[src/rtl/puf_sched_pkg.sv]
// Shared types and widths for the PUF job scheduler.
// Holds the FSM encoding, default requester count and the PUF data widths.
package puf_sched_pkg;

    localparam int NUM_REQ_DEF = 4;
    localparam int RSP_W       = 256;
    localparam int CHAL_W      = 8;

    typedef enum logic [1:0] {
        ST_IDLE    = 2'd0,
        ST_START   = 2'd1,
        ST_WAIT    = 2'd2,
        ST_DELIVER = 2'd3
    } sched_state_t;

endpackage

[src/rtl/rr_arbiter.sv]
// Round-robin selector: the search begins at ptr and wraps from N-1 back to 0.
// Purely combinational; the caller owns the pointer register.
module rr_arbiter #(
    parameter int N  = 4,
    parameter int IW = (N > 1) ? $clog2(N) : 1
) (
    input  logic [N-1:0]  req,
    input  logic [IW-1:0] ptr,
    output logic [N-1:0]  gnt,
    output logic [IW-1:0] idx,
    output logic          any
);

    int            pos_i;
    logic [IW-1:0] pos;

    always_comb begin
        gnt   = '0;
        idx   = '0;
        any   = 1'b0;
        pos_i = 0;
        pos   = '0;
        for (int i = 0; i < N; i++) begin
            // ptr is always below N, so one subtraction is enough to wrap
            pos_i = int'(ptr) + i;
            if (pos_i >= N) begin
                pos_i = pos_i - N;
            end
            pos = IW'(pos_i);
            if (!any && req[pos]) begin
                any      = 1'b1;
                gnt[pos] = 1'b1;
                idx      = pos;
            end
        end
    end

endmodule

[src/rtl/puf_job_scheduler.sv]
// Shares one PUF core among NUM_REQ requesters, serving one job at a time in
// round-robin order. Each job ends on a rising edge of puf_done or on a timeout.
//
//  state      | meaning
//  -----------+------------------------------------------------------------
//  ST_IDLE    | waiting for any request; picks the winner and latches its challenge
//  ST_START   | one-cycle puf_start pulse; clears the timeout counter
//  ST_WAIT    | waiting for a fresh puf_done rising edge, or for the timeout
//  ST_DELIVER | rsp_valid pulse to the winner; pointer advances; grant drops
module puf_job_scheduler
    import puf_sched_pkg::*;
#(
    parameter int NUM_REQ        = NUM_REQ_DEF,
    parameter int TIMEOUT_CYCLES = 100000
) (
    input  logic                  clk,
    input  logic                  rst_n,
    input  logic [NUM_REQ-1:0]    req,
    input  logic [8*NUM_REQ-1:0]  req_chal,
    output logic [NUM_REQ-1:0]    gnt,
    output logic [NUM_REQ-1:0]    rsp_valid,
    output logic                  rsp_err,
    output logic [RSP_W-1:0]      rsp_data,
    output logic                  busy,
    output logic                  puf_start,
    output logic [CHAL_W-1:0]     puf_challenge,
    input  logic                  puf_done,
    input  logic [RSP_W-1:0]      puf_response
);

    localparam int IW = (NUM_REQ > 1) ? $clog2(NUM_REQ) : 1;
    localparam int CW = (TIMEOUT_CYCLES > 1) ? $clog2(TIMEOUT_CYCLES) : 1;
    localparam logic [CW-1:0] CNT_LAST = CW'(TIMEOUT_CYCLES - 1);
    localparam logic [IW-1:0] IDX_LAST = IW'(NUM_REQ - 1);

    sched_state_t  state_q, state_d;
    logic [IW-1:0] ptr_q;
    logic [IW-1:0] win_idx_q;
    logic [CW-1:0] cnt_q;
    logic          err_q;
    logic          done_q;

    logic [NUM_REQ-1:0] arb_gnt;
    logic [IW-1:0]      arb_idx;
    logic               arb_any;
    logic               done_edge;
    logic               timeout_hit;

    rr_arbiter #(
        .N  (NUM_REQ),
        .IW (IW)
    ) u_arb (
        .req (req),
        .ptr (ptr_q),
        .gnt (arb_gnt),
        .idx (arb_idx),
        .any (arb_any)
    );

    // A done level that was already high when WAIT began never forms an edge here.
    assign done_edge   = puf_done & ~done_q;
    assign timeout_hit = (cnt_q == CNT_LAST);

    always_ff @(posedge clk or negedge rst_n) begin
        if (!rst_n) begin
            state_q <= ST_IDLE;
        end else begin
            state_q <= state_d;
        end
    end

    always_comb begin
        state_d   = state_q;
        busy      = (state_q != ST_IDLE);
        puf_start = (state_q == ST_START);
        rsp_valid = '0;
        rsp_err   = 1'b0;
        case (state_q)
            ST_IDLE: begin
                if (arb_any) begin
                    state_d = ST_START;
                end
            end
            ST_START: begin
                state_d = ST_WAIT;
            end
            ST_WAIT: begin
                if (done_edge || timeout_hit) begin
                    state_d = ST_DELIVER;
                end
            end
            ST_DELIVER: begin
                rsp_valid = gnt;
                rsp_err   = err_q;
                state_d   = ST_IDLE;
            end
            default: begin
                state_d = ST_IDLE;
            end
        endcase
    end

    always_ff @(posedge clk or negedge rst_n) begin
        if (!rst_n) begin
            gnt           <= '0;
            rsp_data      <= '0;
            puf_challenge <= '0;
            ptr_q         <= '0;
            win_idx_q     <= '0;
            cnt_q         <= '0;
            err_q         <= 1'b0;
            done_q        <= 1'b0;
        end else begin
            done_q <= puf_done;
            case (state_q)
                ST_IDLE: begin
                    if (arb_any) begin
                        gnt           <= arb_gnt;
                        win_idx_q     <= arb_idx;
                        puf_challenge <= req_chal[int'(arb_idx)*CHAL_W +: CHAL_W];
                    end
                end
                ST_START: begin
                    cnt_q <= '0;
                    err_q <= 1'b0;
                end
                ST_WAIT: begin
                    // completion outranks a timeout landing in the same cycle
                    if (done_edge) begin
                        rsp_data <= puf_response;
                    end else if (timeout_hit) begin
                        rsp_data <= '0;
                        err_q    <= 1'b1;
                    end else begin
                        cnt_q <= cnt_q + 1'b1;
                    end
                end
                ST_DELIVER: begin
                    gnt   <= '0;
                    ptr_q <= (win_idx_q == IDX_LAST) ? '0 : win_idx_q + 1'b1;
                end
                default: begin
                end
            endcase
        end
    end

endmodule

[config.mk]
export PLATFORM = sky130hd
export DESIGN_NAME = puf_job_scheduler
export DESIGN_NICKNAME = d
export VERILOG_FILES = /design/src/rtl/puf_sched_pkg.sv /design/src/rtl/rr_arbiter.sv /design/src/rtl/puf_job_scheduler.sv
export SDC_FILE = /design/constraint.sdc
export NUM_CORES = 1
export LEC_CHECK = 0
export ABC_AREA = 1
export ABC_CLOCK_PERIOD_IN_PS = 3970
export CORE_AREA = 10 10 214 216
export CTS_CLUSTER_DIAMETER = 30
export CTS_CLUSTER_SIZE = 20
export DETAILED_ROUTE_END_ITERATION = 6
export DIE_AREA = 0 0 224 226
export RECOVER_POWER = 25
export SYNTH_ARGS = -nofsm -noshare
export SYNTH_HDL_FRONTEND = slang
export SYNTH_SLANG_ARGS = --single-unit
[constraint.sdc]
create_clock -name clk -period 3.97 [get_ports clk]
set_clock_uncertainty 0.2 [all_clocks]
set_input_delay 1.191 -clock clk [delete_from_list [all_inputs] [get_ports clk]]
set_output_delay 1.191 -clock clk [all_outputs]
set_load 0.005 [all_outputs]
== Yosys cells after proc, flatten, opt, wreduce, memory -nomap -nowiden ==
Cells that the tools add are included.

* Flip-flop bits (word level): 293
* Word-level logic and storage cells: 116

* $add $sub $neg: 9
* $lt $le $gt $ge: 12
* Equality and inequality tests: 10
* Shifts and indexed selects: 1
* Multiplexer cells: 48
* Bitwise gates (word level): 5
* Reduce and logical (&&, ||, !) cells: 22

{| class="wikitable"
|+ Operators with widths
! operator !! number
|-
| 2-to-1 mux 256 bit || 2
|-
| 2-to-1 mux 17 bit || 2
|-
| case mux 17 bit (2 select lines) || 1
|-
| variable part select 32 x 6 -> 8 bit || 1
|-
| 2-to-1 mux 4 bit || 6
|-
| 2-to-1 mux 2 bit || 11
|-
| adder 17 x 1 -> 17 bit (second input constant) || 1
|-
| == test 17 bit (second input constant) || 1
|-
| 2-to-1 mux 1 bit || 15
|-
| less-than comparator 2 x 3 -> 1 bit (second input constant) || 4
|-
| bitwise OR 4 bit || 3
|-
| != test 2 bit (second input constant) || 5
|-
| greater-or-equal comparator 3 bit (second input constant) || 3
|-
| binary-select mux 1 bit (select 2 bit) || 4
|-
| demux 1 bit (select 2 bit) || 4
|-
| greater-or-equal comparator 2 x 1 -> 1 bit (second input constant) || 4
|-
| case mux 2 bit (4 select lines) || 1
|-
| case mux 4 bit (2 select lines) || 1
|-
| AND reduction 2 bit || 4
|-
| nonzero test 2 bit || 4
|-
| subtractor 2 x 1 -> 2 bit (second input constant) || 4
|-
| logical AND 1 bit || 7
|-
| adder 2 x 2 -> 3 bit (second input constant) || 2
|-
| == test 2 bit (second input constant) || 3
|-
| 11 further kinds || 14
|}

== Logic depth before layout (Yosys ltp) ==
* Depth in word-level cells: 16
* Depth in mapped cells: 15
* Mapped depth without buffers: 14

== Cells and area by module ==
From an unflattened synthesis, not the netlist that was laid out.

* Cell total of the unflattened synthesis: 1541
* Area, all modules: 13723.2 um2

{| class="wikitable"
|+ Modules (own cells, without submodules)
! module !! instances !! cells each !! area an instance (um2) !! sequential area each (um2)
|-
| puf_job_scheduler || 1 || 1467 || 13282.7 || 7332.0
|-
| rr_arbiter || 1 || 74 || 440.4 || 0.0
|}

== Least setup slack after synthesis ==
Ideal clock, no wire load.

* Kind: input-to-reg
* From: in req[3]
* To: reg puf_challenge[6]
* Data arrival time: 2.296 ns
* Data required time: 3.646 ns
* Setup slack: 1.349 ns
* Stages: 12
* Path through: inv_1 nand2_1 nand3_2 nand2_4 nor2_4 nand3b_4 nand3_2 buf_6 buf_6 nand2_1 nand3_1 nand3_1

* Word-level cells in the longest chain between the ends: 13

{| class="wikitable"
|+ Ends and longest elaborated chain
! what !! line !! source
|-
| start: declaration || puf_job_scheduler.sv:18 || <nowiki>input logic [NUM_REQ-1:0] req,</nowiki>
|-
| binary-select mux 1 bit (select 2 bit) || rr_arbiter.sv:30 || <nowiki>if (!any && req[pos]) begin</nowiki>
|-
| 2-to-1 mux 1 bit (not written as such) || rr_arbiter.sv:30 ||
|-
| 2-to-1 mux 1 bit || rr_arbiter.sv:30 ||
|-
| logical NOT 1 bit || rr_arbiter.sv:30 ||
|-
| logical AND 1 bit || rr_arbiter.sv:30 ||
|-
| 2-to-1 mux 1 bit || rr_arbiter.sv:30 ||
|-
| logical NOT 1 bit || rr_arbiter.sv:30 ||
|-
| logical AND 1 bit || rr_arbiter.sv:30 ||
|-
| 2-to-1 mux 1 bit || rr_arbiter.sv:30 ||
|-
| logical NOT 1 bit || rr_arbiter.sv:30 ||
|-
| logical AND 1 bit || rr_arbiter.sv:30 ||
|-
| 2-to-1 mux 2 bit / 2-to-1 mux 1 bit (equally long branches) || rr_arbiter.sv:30 ||
|-
| variable part select 32 x 6 -> 8 bit / AND reduction 2 bit (equally long branches) || - ||
|-
| end signal: assignment || puf_job_scheduler.sv:120 || <nowiki>puf_challenge <= req_chal[int'(arb_idx)*CHAL_W +: CHAL_W];</nowiki>
|-
| end: declaration || puf_job_scheduler.sv:26 || <nowiki>output logic [CHAL_W-1:0] puf_challenge,</nowiki>
|}

Parallel ways exist; a longest one is shown, timed or not. The select of a mux whose other input is x is not followed.
A chain may end at the register's enable or synchronous reset.

== Worst setup path after layout ==
* From: reg state_q[1]
* To: out rsp_valid[2]

* Word-level cells in the longest chain between the ends: 2

{| class="wikitable"
|+ Ends and longest elaborated chain
! what !! line !! source
|-
| start: declaration || puf_job_scheduler.sv:36 || <nowiki>sched_state_t state_q, state_d;</nowiki>
|-
| start signal: assignment || puf_job_scheduler.sv:68 || <nowiki>state_q <= state_d;</nowiki>
|-
| == test 2 bit || puf_job_scheduler.sv:78 || <nowiki>case (state_q)</nowiki>
|-
| 2-to-1 mux 4 bit || puf_job_scheduler.sv:78 ||
|-
| end: declaration || puf_job_scheduler.sv:21 || <nowiki>output logic [NUM_REQ-1:0] rsp_valid,</nowiki>
|}

Every way passes these cells.

==> flow_summary_export.csv <==
group,metric,value,unit
run_status,status,"finished, violations left",
run_status,failed_checks,"capacitance limit, slew limit",
placement,portBuffers,569,
worst_setup_path,critPathCaptureType,"output pin",
logic_synthesis,synth_area,0.01273,mm2
clocking,clk-insertion-delay-late,580,ps
global_routing,grt_pass1_vias,12790,
min_path,hold_path_class,"flip-flop to flip-flop",
run,cap_violations,1,
clocking,cts_buffers,79,
worst_setup_path,crit_fanout,8,
floorplanning,ios,570,
detailed_routing,drc,0,
worst_setup_path,crit_family,"buffers and inverters",
power_and_ir_drop,irDropWorstVdd,433.9,uV
placement,hpwl,38020,um
floorplanning,die_area,0.05062,mm2
logic_synthesis,synth_fp_nets,1818,
worst_setup_path,path_cells,"ha_1, nand2_1, inv_1, clkdlybuf4s50_1",
logic_synthesis,async_reset_ff_share,100.0,%
detailed_routing,viasPerCell,4.675,
logic_synthesis,ys_warn_count,0,
global_routing,grtUsageTotal,20.14,%
clocking,hold_buffers,0,
sta,fin_tns_setup,0,ps
cells_and_area,syn2layout_area_growth,71.98,%
sta,drv_slew,64,
sta,tightest_slew,1936,ps
detailed_routing,drtAntennaViolNets,0,
power_and_ir_drop,p_per_area,854.5,mW/mm2
sta,fmax,289.7,MHz
clocking,h-tree-depth,3,
floorplanning,die_w,224,um
worst_setup_path,reg2reg_from,"ptr_q[1]",
floorplanning,placementRows,75,
global_routing,antenna_found_initial,9,
clocking,post_cts.repair.setup_buffers,0,
worst_setup_path,startpoint_type,"flip-flop",
worst_setup_path,critPathBufInv,2,
global_routing,grt_max_degree,179,
worst_setup_path,slowest_delay,500,ps
sta,worst_hold_slack,263.4,ps
worst_setup_path,cp_data_required_time,2580,ps
worst_setup_path,crit_type,"flip-flop to output pin",
clocking,ctsLongestPathBuffers,3,
sta,setup_violations,0,
detailed_routing,dr.pass1.iters,5,
logic_synthesis,synth-seq-cells,293,
clocking,cts_tree,"yes",
cells_and_area,nets,2394,
global_routing,grt-ovfl-total,0,
worst_setup_path,cp-startpoint,"state_q[1]",
sta,rsz0062_at_grt,"no",
logic_synthesis,synthCells,1509,
logic_synthesis,synth-seq-area-share,57.60,%
sta,slew_headroom,-29.08,%
worst_setup_path,crit_slowest_cell,"clkdlybuf4s50_1",
sta,finalCritPeriodShare,86.94,%
cells_and_area,drive_above_1_share,7.914,%
worst_setup_path,crit_arrival,2060,ps
logic_synthesis,synth_top_area_share,57.60,%
floorplanning,start_util,30.62,%
detailed_routing,wire_per_inst,19.63,um
logic_synthesis,ys.flop_type,"dfrtp_1",
floorplanning,die_h,226,um
placement,place_congestion,0.8575,
clocking,clkSlewWorstSetupHoldPaths,40,ps
sta,hold_viol,0,
cells_and_area,fin_cells,2693,
logic_synthesis,synth.area.top_cells,"dfrtp_1 58%, nand2_1 18%, nand3_1 12%, clkbuf_1 2.2%, inv_1 1.8%",
logic_synthesis,ys_types,34,
logic_synthesis,netlist_top_cells_count,"618 x nand2_1, 313 x nand3_1, 293 x dfrtp_1",
detailed_routing,vias,12590,
floorplanning,core_area,0.04157,mm2
clocking,cts_resized,0,
logic_synthesis,synth_top_area_cell,"dfrtp_1",
logic_synthesis,syn_avg_cell_area,8.436,um2
detailed_routing,totalWireLength,52870,um
min_path,min_from,"rsp_data[21]",
clocking,cts-root-buf,"clkbuf_16",
power_and_ir_drop,p_leak,0.01054,uW
clocking,clkSinkCount,293,
global_routing,grt_pass1_wl,79400,um
placement,placedCellCount,2543,
detailed_routing,drt-initial-drc-count,780,
sta,min_period,3452,ps
logic_synthesis,synth_edf_count,0,
logic_synthesis,synth_most_common_cell,"nand2_1",
==> final cells by class <==
class                      count  area (um2)
clock inverter                37       644.4
tap                          539       674.4
fill                        3837       19680
clock buffer                 107        2232
multi-input combinational   1054        4765
antenna                        6       15.01
inverter                      66       252.7
sequential                   293        7332
timing repair buffer         591        5977
==> worst register-to-register path, cell delays in order, from the launching register on <==
cell and delay (ps):
dfrtp_1 510, inv_2 160, ha_1 400, inv_1 130, nand3_1 90, nand2_1 120
o21ai_0 140, nand2_1 100, nand3_2 370, or2_1 380, nand3_1 70, nand3_1 70
==> per-stage QoR <==
stage                     setup WS (ps)  util [%]  area [um2]  total power, uW
after floorplan                    1349         -       12730             7806
after global placement            521.4     45.74       19010            11840
after detailed placement          415.0     45.74       19010            11950
after CTS                         461.6     52.66       21890            18950
after global routing              355.8     52.64       21880            19870
final                             518.4     52.66       21890            18710
==> state kept, by name, summed over array words and instances (netlist names) <==
name	flops
cnt_q	17
done_q	1
rsp_data	256
win_idx_q	2
ptr_q	2
state_q	2
gnt	4
err_q	1
puf_challenge	8
==> path summary, 6_finish.rpt <==
kind                                    end  slack (ps)  cells past startpoint
hold reg to reg                rsp_data[21]         260                      2
setup reg to reg           puf_challenge[4]        1100                     11
setup / recovery               rsp_valid[2]         520                      4
max in group asynchronous     rsp_data[212]         810                      2
hold / removal                 rsp_data[21]         260                      2
min in group asynchronous  puf_challenge[3]         930                      1
==> kinds of logic (layout without fill, tap and decap cells) <==
logic type,count (synthesis),after routing,share of synthesized area (%)
AND/OR/NAND/NOR,995,995,33.62
buffers and inverters,162,801,5.131
adder cells (fa/ha/maj),14,14,1.376
AO/OA/AOI/OAI,34,34,1.514
XOR/XNOR,11,11,0.7569
flip-flops,293,293,57.60
other,0,6,0
==> routing by layer <==
layer	routed length (um)	global-route usage, %
met2	26240	33.64
met1	19890	22.19
met5	57	0
met4	836	5.507
met3	5853	10.23
==> report_power, final <==
| group | switching (uW) | internal (uW) |
|---|---|---|
| combinational | 3420 | 3380 |
| clock | 1980 | 4840 |
| sequential | 768 | 4320 |
| total | 6160 | 12500 |
==> cell usage in the layout, fill, tap and decap left out, types with 2 or more instances in the layout <==
master | netlist | layout
or2_0 | 5 | 5
buf_12 | 0 | 10
clkbuf_1 | 74 | 14
nand2_2 | 2 | 2
nand2_1 | 618 | 618
nand3_2 | 4 | 4
nor3_1 | 9 | 9
nand4_1 | 11 | 11
o22ai_1 | 4 | 4
inv_16 | 0 | 3
clkdlybuf4s50_1 | 0 | 567
nor4_1 | 4 | 4
inv_6 | 0 | 3
clkbuf_8 | 0 | 15
dfrtp_1 | 293 | 293
clkinv_16 | 0 | 2
diode_2 | 0 | 6
xor2_1 | 9 | 9
o21ai_0 | 15 | 15
clkbuf_16 | 0 | 79
bufinv_16 | 0 | 14
buf_4 | 2 | 11
a21oi_1 | 6 | 6
inv_2 | 3 | 3
nor2_4 | 2 | 3
o21ai_1 | 2 | 2
a22oi_1 | 5 | 5
nor2_1 | 16 | 15
or2_1 | 7 | 7
ha_1 | 14 | 13
nand3_1 | 313 | 313
xnor2_1 | 2 | 2
inv_1 | 62 | 61
clkinv_2 | 0 | 14
Power figures use the tool's default switching activity.
